<file path="config.mk">
export PLATFORM = sky130hd
export DESIGN_NAME = uart_boot_ctrl
export DESIGN_NICKNAME = d
export VERILOG_FILES = /design/src/rtl/uart_boot_ctrl.sv
export SDC_FILE = /design/constraint.sdc
export NUM_CORES = 1
export LEC_CHECK = 0
export CORE_ASPECT_RATIO = 1.2
export CORE_MARGIN = 1.5
export CORE_UTILIZATION = 40
export DETAILED_ROUTE_END_ITERATION = 16
export GPL_ROUTABILITY_DRIVEN = 0
export HOLD_SLACK_MARGIN = 0.02
export PLACE_DENSITY = 0.62
export SYNTH_ARGS = -nofsm -noshare
export SYNTH_HDL_FRONTEND = slang
export SYNTH_SLANG_ARGS = --single-unit
</file>
<file path="constraint.sdc">
create_clock -name clk_in1 -period 15.67 [get_ports clk_in1]
set_input_delay 3.134 -clock clk_in1 [delete_from_list [all_inputs] [get_ports clk_in1]]
set_output_delay 3.134 -clock clk_in1 [all_outputs]
set_load 0.1 [all_outputs]
</file>
<file path="src/rtl/uart_boot_ctrl.sv">
// Boot loader: packs UART bytes LSB-first into 64-bit words and writes them to consecutive memory words.
// A write issues the cycle after the 8th byte. It stalls on mem_ready_i, and one byte may arrive meanwhile (a second one is an overrun).
module uart_boot_ctrl #(
    parameter int          MEM_DEPTH   = 1024,
    parameter logic [63:0] END_WORD    = 64'h0000000000000FFF,
    parameter int          TIMEOUT_CYC = 4096,
    localparam int         ADDR_W      = $clog2(MEM_DEPTH)
) (
    input  logic              clk_in1,
    input  logic              rst,
    input  logic              rx_valid_i,
    input  logic [7:0]        rx_byte_i,
    input  logic              boot_req_i,
    output logic              mem_we_o,
    output logic [ADDR_W-1:0] mem_addr_o,
    output logic [63:0]       mem_wdata_o,
    input  logic              mem_ready_i,
    output logic              core_rst_o,
    output logic              programmed_o,
    output logic              error_o,
    output logic [ADDR_W:0]   word_cnt_o
);

    localparam int TMO_W = $clog2(TIMEOUT_CYC + 1);

    typedef enum logic [2:0] {
        IDLE    = 3'd0,
        COLLECT = 3'd1,
        WRITE   = 3'd2,
        DONE    = 3'd3,
        ERROR   = 3'd4
    } state_t;

    state_t              state_q, state_d;
    logic [2:0]          byte_cnt_q, byte_cnt_d;
    logic [63:0]         word_q, word_d;
    logic                mem_we_q, mem_we_d;
    logic [ADDR_W-1:0]   mem_addr_q, mem_addr_d;
    logic [63:0]         mem_wdata_q, mem_wdata_d;
    logic [ADDR_W:0]     word_cnt_q, word_cnt_d;
    logic                skid_vld_q, skid_vld_d;
    logic [7:0]          skid_dat_q, skid_dat_d;
    logic [TMO_W-1:0]    tmo_cnt_q, tmo_cnt_d;
    logic [63:0]         word_full;

    // The 8th byte completes the word combinationally, so the decision lands one cycle after its strobe.
    assign word_full = {rx_byte_i, word_q[55:0]};

    always_comb begin
        state_d     = state_q;
        byte_cnt_d  = byte_cnt_q;
        word_d      = word_q;
        mem_we_d    = mem_we_q;
        mem_addr_d  = mem_addr_q;
        mem_wdata_d = mem_wdata_q;
        word_cnt_d  = word_cnt_q;
        skid_vld_d  = skid_vld_q;
        skid_dat_d  = skid_dat_q;
        tmo_cnt_d   = tmo_cnt_q;

        case (state_q)
            IDLE: begin
                if (rx_valid_i) begin
                    word_d     = {56'd0, rx_byte_i};
                    byte_cnt_d = 3'd1;
                    tmo_cnt_d  = '0;
                    state_d    = COLLECT;
                end
            end
            COLLECT: begin
                if (rx_valid_i) begin
                    tmo_cnt_d = '0;
                    if (byte_cnt_q == 3'd7) begin
                        byte_cnt_d = 3'd0;
                        word_d     = '0;
                        if (word_full == END_WORD) begin
                            state_d = DONE;
                        end else if (word_cnt_q == (ADDR_W+1)'(MEM_DEPTH)) begin
                            state_d = ERROR;
                        end else begin
                            state_d     = WRITE;
                            mem_we_d    = 1'b1;
                            mem_addr_d  = word_cnt_q[ADDR_W-1:0];
                            mem_wdata_d = word_full;
                        end
                    end else begin
                        word_d[{byte_cnt_q, 3'b000} +: 8] = rx_byte_i;
                        byte_cnt_d = byte_cnt_q + 3'd1;
                    end
                end else if (byte_cnt_q != 3'd0) begin
                    // A stalled sender leaves a partial word; drop it so the next byte starts a fresh word.
                    if (tmo_cnt_q == TMO_W'(TIMEOUT_CYC - 1)) begin
                        byte_cnt_d = 3'd0;
                        word_d     = '0;
                        tmo_cnt_d  = '0;
                    end else begin
                        tmo_cnt_d = tmo_cnt_q + TMO_W'(1);
                    end
                end else begin
                    tmo_cnt_d = '0;
                end
            end
            WRITE: begin
                if (rx_valid_i && skid_vld_q) begin
                    state_d    = ERROR;
                    mem_we_d   = 1'b0;
                    skid_vld_d = 1'b0;
                end else if (mem_ready_i) begin
                    mem_we_d   = 1'b0;
                    word_cnt_d = word_cnt_q + (ADDR_W+1)'(1);
                    tmo_cnt_d  = '0;
                    state_d    = COLLECT;
                    if (skid_vld_q) begin
                        word_d     = {56'd0, skid_dat_q};
                        byte_cnt_d = 3'd1;
                        skid_vld_d = 1'b0;
                    end else if (rx_valid_i) begin
                        word_d     = {56'd0, rx_byte_i};
                        byte_cnt_d = 3'd1;
                    end else begin
                        byte_cnt_d = 3'd0;
                    end
                end else if (rx_valid_i) begin
                    skid_vld_d = 1'b1;
                    skid_dat_d = rx_byte_i;
                end
            end
            DONE, ERROR: begin
                if (boot_req_i) begin
                    state_d     = IDLE;
                    byte_cnt_d  = 3'd0;
                    word_d      = '0;
                    mem_we_d    = 1'b0;
                    mem_addr_d  = '0;
                    mem_wdata_d = '0;
                    word_cnt_d  = '0;
                    skid_vld_d  = 1'b0;
                    skid_dat_d  = '0;
                    tmo_cnt_d   = '0;
                end
            end
            default: state_d = IDLE;
        endcase
    end

    always_ff @(posedge clk_in1 or posedge rst) begin
        if (rst) begin
            state_q     <= IDLE;
            byte_cnt_q  <= 3'd0;
            word_q      <= '0;
            mem_we_q    <= 1'b0;
            mem_addr_q  <= '0;
            mem_wdata_q <= '0;
            word_cnt_q  <= '0;
            skid_vld_q  <= 1'b0;
            skid_dat_q  <= '0;
            tmo_cnt_q   <= '0;
        end else begin
            state_q     <= state_d;
            byte_cnt_q  <= byte_cnt_d;
            word_q      <= word_d;
            mem_we_q    <= mem_we_d;
            mem_addr_q  <= mem_addr_d;
            mem_wdata_q <= mem_wdata_d;
            word_cnt_q  <= word_cnt_d;
            skid_vld_q  <= skid_vld_d;
            skid_dat_q  <= skid_dat_d;
            tmo_cnt_q   <= tmo_cnt_d;
        end
    end

    assign mem_we_o     = mem_we_q;
    assign mem_addr_o   = mem_addr_q;
    assign mem_wdata_o  = mem_wdata_q;
    assign word_cnt_o   = word_cnt_q;
    assign programmed_o = (state_q == DONE);
    assign error_o      = (state_q == ERROR);
    assign core_rst_o   = (state_q != DONE);

endmodule

</file>
==> results_dict.tcl, run 1 <==
set metrics [dict create \
    die_h_um 160 \
    antenna_found_initial 0 \
    p_leak_nw 4.14 \
    synth_seq_cells 170 \
    grt_util_all_layers_pct 19.7 \
    dieArea_um2 21300 \
    cts_tree "done" \
    grt-ovfl-total 0 \
    ys_warn_count 0 \
    reg2regPathDepth 8 \
    netlist_top_cells_area "dfrtp_1 52%, mux2i_1 9.4%, a22o_1 5.4%" \
    cts_max_level 4 \
    hp-class "reg2reg" \
    cp-end-kind "primary output" \
    drtAntennaViolNets 0 \
    period_needed_ns 6.02 \
    grt_pass1_vias 6091 \
    p_per_area_nw_per_um2 134 \
    cts_setup_buffers 0 \
    cp.required_ns 12.54 \
    start_util_pct 40.5 \
    ys_seq_area_share_pct 52.0 \
    crit_path_end "error_o" \
    timing.rr.end "word_q[2]" \
    status "complete, no violations" \
    grt_use_met2_pct 31.5 \
    grt_max_degree 109 \
    wirelength_um 20300 \
    netlist_instances 782 \
    netlist-cell-type-count 69 \
    register_area_um2 4250 \
    fmax_mhz 166 \
    routed_via_density 5.36 \
    placed_area_um2 9410 \
    use_met1_pct 27.0 \
    area_growth_pct 22.5 \
    synth-async-reset-ratio_pct 100 \
    synth_top_area_cell "dfrtp_1" \
    wl_per_cell_um 17.7 \
    hold_slack_ns 0.488 \
    startpoint_type "register" \
    drt_iter0_drc 507 \
    ys_dominant_reg_cell "dfrtp_1" \
    r2r-start "byte_cnt_q[0]" \
    multi_input_area_um2 3400 \
    hold_viol 0 \
    clk_latency_ns 0.43 \
    synth_nets 806 \
    maxCapViolCount 0 \
    num-fill-cells 1917 \
    synth_area_um2 8180 \
    synth_edf_count 0 \
    cp.arrival_ns 2.89 \
    clk_pin_slew_worst_paths_ns 0.07 \
    worst_pin_slew_ns 1.10 \
    port_buffers 101 \
    firstDrtPassIters 5 \
    worstSetupStartpoint "state_q[1]" \
    grt_use_met3_pct 3.08 \
    final_area_um2 10000 \
    maxSlewViolCount 0 \
    crit_slowest_cell "clkdlybuf4s50_1" \
    fin_util_pct 49.6 \
    coreArea_um2 20200 \
    critPathKind "reg2out" \
    rows 57 \
    relSlewSlack_pct 26.2 \
    holdBufCountCts 0 \
    root_buffer "clkbuf_16" \
    dp_cells 1116 \
    timing.final.crit_share_pct 38.4 \
    fin_worst_skew_ns 0.00865 \
    cp_cell_sequence "or3b_1, inv_2, clkdlybuf4s50_1" \
    yosysTopAreaCellShare_pct 52.0 \
    hpwl_um 13500 \
    antennaDiodeCount 0 \
    critPathMaxStageDelay_ns 1.16 \
    setup-tns-final_ns 0 \
    syn_avg_cell_area_um2 10.5 \
    grt_pass1_wl_um 33300 \
    cts_resized 0 \
    rsz0062_at_grt "false" \
    worst-r2r-setup-slack_ns 12.73 \
    clockBufferDepth 2 \
    ios 102 \
    drc_errors 0 \
    dr_total_vias 6158 \
    ir_drop_mv 0.101 \
    setup_viol_count_final 0 \
    layout-drive-gt1-share_pct 7.36 \
    cts_buffers 17 \
    final_nets 894 \
    worst-path-max-fanout 14 \
    final_cell_count_no_fill 1148 \
    clock-sinks 170 \
    fp.dieW_um 134 \
    busiest_layer "met2" \
]
registers in the layout, indices dropped and copies added, names as in the netlist:
name	cells
byte_cnt_q	3
mem_addr_o	10
mem_wdata_o	64
mem_we_o	1
skid_dat_q	8
skid_vld_q	1
state_q	3
tmo_cnt_q	13
word_cnt_o	11
word_q	56
worst min-delay path by stage:
stage                       start       endpoint  slack, ns  cells after the start
CTS                 skid_dat_q[5]  skid_dat_q[5]       0.49                      2
finish              tmo_cnt_q[12]  tmo_cnt_q[12]       0.49                      1
detailed placement  tmo_cnt_q[12]  tmo_cnt_q[12]       0.48                      1
global route        tmo_cnt_q[12]  tmo_cnt_q[12]       0.53                      1
floorplan           tmo_cnt_q[12]  tmo_cnt_q[12]       0.45                      1
global placement    tmo_cnt_q[12]  tmo_cnt_q[12]       0.47                      1
per-layer routing:
layer / up-vias / wire length, um
met4: 0 / 503
met3: 32 / 691
met1: 3051 / 9330
met2: 142 / 9820
met5: - / 0
li1: 2933 / -
cell families after synthesis:
kind of cell    after synthesis  share of synthesized area (%)
simple gates                244                           16.2
flops                       170                           52.0
fa+ha+maj                    11                           1.68
buf+inv                     133                           6.58
mux                          77                           9.42
compound gates              136                           13.0
xor+xnor                     11                           1.18
metrics by stage:
step / setup slack [ns] / power [mW]
3_5_place_dp: 9.80 / 0.922
4_1_cts: 9.62 / 1.35
2_1_floorplan: 7.93 / 0.816
6_report: 9.65 / 1.34
5_1_grt: 9.55 / 1.41
3_3_place_gp: 9.81 / 0.920
synthesized netlist by cell type (8+ instances only):
| library cell | instances |
|---|---|
| a211oi_1 | 8 |
| a21oi_1 | 15 |
| a22o_1 | 50 |
| buf_2 | 12 |
| clkbuf_1 | 15 |
| dfrtp_1 | 170 |
| ha_1 | 11 |
| inv_1 | 89 |
| mux2i_1 | 77 |
| nand2_1 | 111 |
| nand3_1 | 25 |
| nand4_1 | 15 |
| nor2_1 | 22 |
| nor4_1 | 14 |
| o21ai_0 | 9 |
| o21ai_1 | 13 |
| o2bb2ai_1 | 9 |
| xnor2_1 | 10 |
cell usage in the layout, fill, tap and decap left out, types with 5 or more instances in the layout:
| cell type | count |
|---|---|
| dfrtp_1 | 170 |
| nand2_1 | 111 |
| clkdlybuf4s50_1 | 101 |
| inv_1 | 88 |
| mux2i_1 | 77 |
| a22o_1 | 50 |
| nand3_1 | 25 |
| nor2_1 | 22 |
| clkbuf_16 | 17 |
| nand4_1 | 15 |
| a21oi_1 | 15 |
| nor4_1 | 14 |
| o21ai_1 | 12 |
| ha_1 | 11 |
| xnor2_1 | 10 |
| o21ai_0 | 9 |
| o2bb2ai_1 | 9 |
| a211oi_1 | 8 |
| a222oi_1 | 7 |
| buf_4 | 7 |
| nand3_4 | 6 |
| nor3_1 | 6 |
| or3_1 | 5 |
| clkinv_4 | 5 |
worst max-delay path: cells and delay by family (launching register included):
family	cells	cell delay, ns
buffers and inverters	2	1.33
DFF	1	0.56
and+or+nand+nor	1	0.57
cell type report:
cell class,instances,share of cell area [%]
Timing Repair Buffer,108,10.6
Clock inverter,12,1.39
Multi-Input combinational cell,479,34.0
Clock buffer,20,4.66
Sequential cell,170,42.5
Tap cell,265,3.31
Inverter,94,3.57
power breakdown:
part	switching (mW)	internal, mW	total, mW	leakage [nW]
clock	0.180	0.249	0.429	0.297
sequential	0.0508	0.475	0.526	2.35
combinational	0.269	0.119	0.388	1.49
total	0.500	0.843	1.34	4.14
No activity file was read; power rests on OpenSTA's default activity.
==> run 2: changes to the inputs <==
==> constraint.sdc (replaced) <==
create_clock -name clk_in1 -period 6.1 [get_ports clk_in1]
set_input_delay 1.22 -clock clk_in1 [delete_from_list [all_inputs] [get_ports clk_in1]]
set_output_delay 1.22 -clock clk_in1 [all_outputs]
set_load 0.1 [all_outputs]
==> results_dict.tcl, run 2 (synthesized netlist as in run 1, its figures left out) <==
set metrics [dict create \
    status "complete, no violations" \
    layout-drive-gt1-share_pct 7.22 \
    critPathKind "reg2out" \
    hold-path-cell-count 1 \
    cp-end-kind "primary output" \
    maxCapViolCount 0 \
    crit_slowest_cell "clkdlybuf4s50_1" \
    maxSlewViolCount 0 \
    grt_pass1_wl_um 33400 \
    num-fill-cells 1892 \
    antenna_found_initial 0 \
    firstDrtPassIters 6 \
    reg2regPathDepth 8 \
    final_nets 898 \
    worst_pin_slew_ns 1.07 \
    hold_viol 0 \
    path_buf_inv 2 \
    port_buffers 101 \
    antennaDiodeCount 0 \
    multi_input_area_um2 3400 \
    clock-sinks 170 \
    hp-class "reg2reg" \
    root_buffer "clkbuf_16" \
    startpoint_type "register" \
    area_growth_pct 22.2 \
    critPathMaxStageDelay_ns 1.16 \
    cts_resized 0 \
    ios 102 \
    coreArea_um2 20200 \
    period_needed_ns 4.12 \
    grt_pass1_vias 6144 \
    dr_total_vias 6260 \
    worst-path-max-fanout 14 \
    cts_buffers 17 \
    cp_cell_sequence "or3b_1, inv_2, clkdlybuf4s50_1" \
    wl_per_cell_um 17.7 \
    fp.dieW_um 134 \
    ir_drop_mv 0.285 \
    worst-r2r-setup-slack_ns 3.20 \
    die_h_um 160 \
    cp.arrival_ns 2.90 \
    cp.depth 3 \
    hpwl_um 13900 \
    rsz0062_at_grt "false" \
    dieArea_um2 21300 \
    routed_via_density 5.44 \
    cts_setup_buffers 0 \
    drt_iter0_drc 462 \
    cts_max_level 4 \
    final_cell_mix "170 x dfrtp_1, 111 x nand2_1, 101 x clkdlybuf4s50_1" \
    relSlewSlack_pct 28.0 \
    holdBufCountCts 0 \
    drc_errors 0 \
    rows 57 \
    fmax_mhz 243 \
    setup_viol_count_final 0 \
    timing.final.crit_share_pct 67.5 \
    p_per_area_nw_per_um2 338 \
    cts_tree "done" \
    grt_util_all_layers_pct 19.7 \
    clockBufferDepth 2 \
    largest_register_ffs 64 \
    final_common_cell "dfrtp_1" \
    fin_worst_skew_ns 0.0118 \
    wirelength_um 20400 \
    register_area_um2 4250 \
    setup-tns-final_ns 0 \
    clk_pin_slew_worst_paths_ns 0.06 \
    hold_slack_ns 0.488 \
    start_util_pct 40.5 \
    cp_top_family "buffers and inverters" \
    clk_latency_ns 0.43 \
    p_leak_nw 4.12 \
    grt_max_degree 82 \
    drtAntennaViolNets 0 \
    cp.required_ns 4.88 \
    grt-ovfl-total 0 \
]
run 2: cell types whose count changed in the layout (fill, tap and decap cells not counted), sizes merged:
cell      delta
clkinv       -6
buf          +4
clkbuf       +3
clkinvlp     +2
bufinv       -1
inv          +1
run 2: stage by stage:
stage | utilization, % | setup slack [ns] | instance area (um2) | power (mW) | instances
2_1_floorplan | - | 0.277 | 8180 | 2.10 | 782
3_3_place_gp | 46.8 | 2.14 | 9440 | 2.37 | 1120
3_5_place_dp | 46.8 | 2.14 | 9440 | 2.37 | 1120
4_1_cts | 49.5 | 1.97 | 10000 | 3.41 | 1151
5_1_grt | 49.5 | 1.91 | 10000 | 3.57 | 1151
6_report | 49.5 | 1.98 | 10000 | 3.38 | 1151
run 2: layout make-up:
class	count	share of cell area, %
inverters	94	3.58
flip-flops and latches	170	42.6
multi-input cells	479	34.1
clock buffers	23	4.68
well taps	265	3.32
repair buffers	112	10.9
clock inverters	8	0.876
run 2: power by group:
part           switching, mW  leakage, nW  internal, mW
clock network          0.447        0.261         0.587
logic                  0.684         1.51         0.308
registers              0.132         2.35          1.22
run 2: path summary, 6_finish.rpt:
path                             endpoint           from
setup reg to reg                word_q[2]  byte_cnt_q[0]
hold / removal              tmo_cnt_q[12]  tmo_cnt_q[12]
setup / recovery                  error_o     state_q[1]
min in group asynchronous  mem_wdata_o[3]            rst
hold reg to reg             tmo_cnt_q[12]  tmo_cnt_q[12]
max in group asynchronous      word_q[18]            rst
run 2: metal layers:
layer / up-vias / track usage, % / share of wire, %
met4: 0 / 6.52 / 1.4
met3: 24 / 3.62 / 4.0
li1: 2941 / - / -
met5: - / 0 / 0
met2: 162 / 32.1 / 50
met1: 3133 / 26.7 / 45
==> run 3: changes to the inputs <==
==> constraint.sdc (replaced) <==
create_clock -name clk_in1 -period 4 [get_ports clk_in1]
set_input_delay 0.8 -clock clk_in1 [delete_from_list [all_inputs] [get_ports clk_in1]]
set_output_delay 0.8 -clock clk_in1 [all_outputs]
set_load 0.1 [all_outputs]
==> results_dict.tcl, run 3 (synthesized netlist as in run 1, its figures left out) <==
set metrics [dict create \
    status "complete, no violations" \
    setup-tns-final_ns 0 \
    grt_pass1_vias 6250 \
    cp_top_family "buffers and inverters" \
    root_buffer "clkbuf_16" \
    area_growth_pct 24.1 \
    holdBufCountCts 0 \
    grt-ovfl-total 0 \
    clk_pin_slew_worst_paths_ns 0.07 \
    fin_util_pct 50.3 \
    fin_ws_ns 1.11 \
    final_area_um2 10200 \
    clockBufferDepth 2 \
    clk_latency_ns 0.43 \
    critPathKind "reg2out" \
    dieArea_um2 21300 \
    ios 102 \
    cts_buffers 17 \
    final_common_cell "dfrtp_1" \
    die_h_um 160 \
    port_buffers 101 \
    antenna_found_initial 0 \
    start_util_pct 40.5 \
    startpoint_type "register" \
    worst_pin_slew_ns 1.09 \
    final_nets 909 \
    drtAntennaViolNets 0 \
    hp-class "reg2reg" \
    crit_slowest_cell "clkdlybuf4s50_1" \
    relSlewSlack_pct 27.6 \
    cp_cell_sequence "clkdlybuf4s50_1" \
    finalPower_mw 5.22 \
    fp.dieW_um 134 \
    cts_max_level 4 \
    rsz0062_at_grt "false" \
    firstDrtPassIters 5 \
    drt_iter0_drc 403 \
    cp.required_ns 3.20 \
    cts_tree "done" \
    rows 57 \
    timing.final.crit_share_pct 72.2 \
    path_buf_inv 1 \
    worst-path-max-fanout 6 \
    cts_setup_buffers 0 \
    wirelength_um 20400 \
    period_needed_ns 2.89 \
    hpwl_um 14200 \
    p_leak_nw 4.22 \
    wl_per_cell_um 17.6 \
    hold_slack_ns 0.477 \
    clock-sinks 170 \
    setup_viol_count_final 0 \
    critPathMaxStageDelay_ns 1.18 \
    final_cell_count_no_fill 1160 \
    ir_drop_mv 0.400 \
    dr_total_vias 6223 \
    cp-end-kind "primary output" \
    grt_pass1_wl_um 33900 \
    grt_max_degree 59 \
    maxSlewViolCount 0 \
    placed_area_um2 9580 \
    largest_register_ffs 64 \
    layout-drive-gt1-share_pct 8.83 \
    fin_worst_skew_ns 0.0105 \
    coreArea_um2 20200 \
    cts_resized 0 \
    dp_cells 1131 \
    grt_util_all_layers_pct 20.0 \
    antennaDiodeCount 0 \
    fmax_mhz 346 \
    dpl_worst_slack_ns 0.698 \
    hold_viol 0 \
    maxCapViolCount 0 \
    final_cell_mix "170 x dfrtp_1, 111 x nand2_1, 98 x clkdlybuf4s50_1" \
    drc_errors 0 \
    cp.arrival_ns 2.09 \
    p_per_area_nw_per_um2 514 \
    routed_via_density 5.36 \
]
==> run 3: cell count changes in the layout (fill, tap and decap cells not counted), sizes merged <==
cell	previous run	this run
clkdlybuf4s50	101	98
clkinv	2	6
bufinv	1	2
clkbuf	23	22
inv	96	92
clkinvlp	3	1
buf	11	25
==> run 3: layer usage <==
layer	GRT usage (%)	vias to the layer above	routed length (um)
met4	5.63	0	230
met2	32.3	138	10100
met1	27.6	3097	9230
li1	-	2972	-
met5	0	-	0
met3	3.87	16	815
==> run 3: final cells by class <==
type,count,area (um2)
fillers,1890,10000
flip-flops and latches,170,4250
multi-input cells,479,3400
repair buffers,123,1230
clock buffers,22,484
inverters,94,357
well taps,265,332
clock inverters,7,92.6
==> run 3: worst paths after layout <==
| path | slack, ns | depth (start not counted) | endpoint | start |
|---|---|---|---|---|
| max | 1.11 | 1 | word_cnt_o[4] | word_cnt_o[4] |
| min | 0.48 | 1 | tmo_cnt_q[12] | tmo_cnt_q[12] |
| max reg2reg | 1.19 | 7 | word_q[7] | byte_cnt_q[0] |
| min reg2reg | 0.48 | 1 | tmo_cnt_q[12] | tmo_cnt_q[12] |
| max in group asynchronous | 2.48 | 3 | tmo_cnt_q[4] | rst |
| min in group asynchronous | 0.81 | 2 | word_q[12] | rst |
==> run 3: where the power goes <==
group          leakage [nW]  total [mW]  switching [mW]  internal, mW
clock                 0.288        1.64           0.662         0.974
combinational          1.59        1.52            1.04         0.479
sequential             2.35        2.06           0.200          1.86
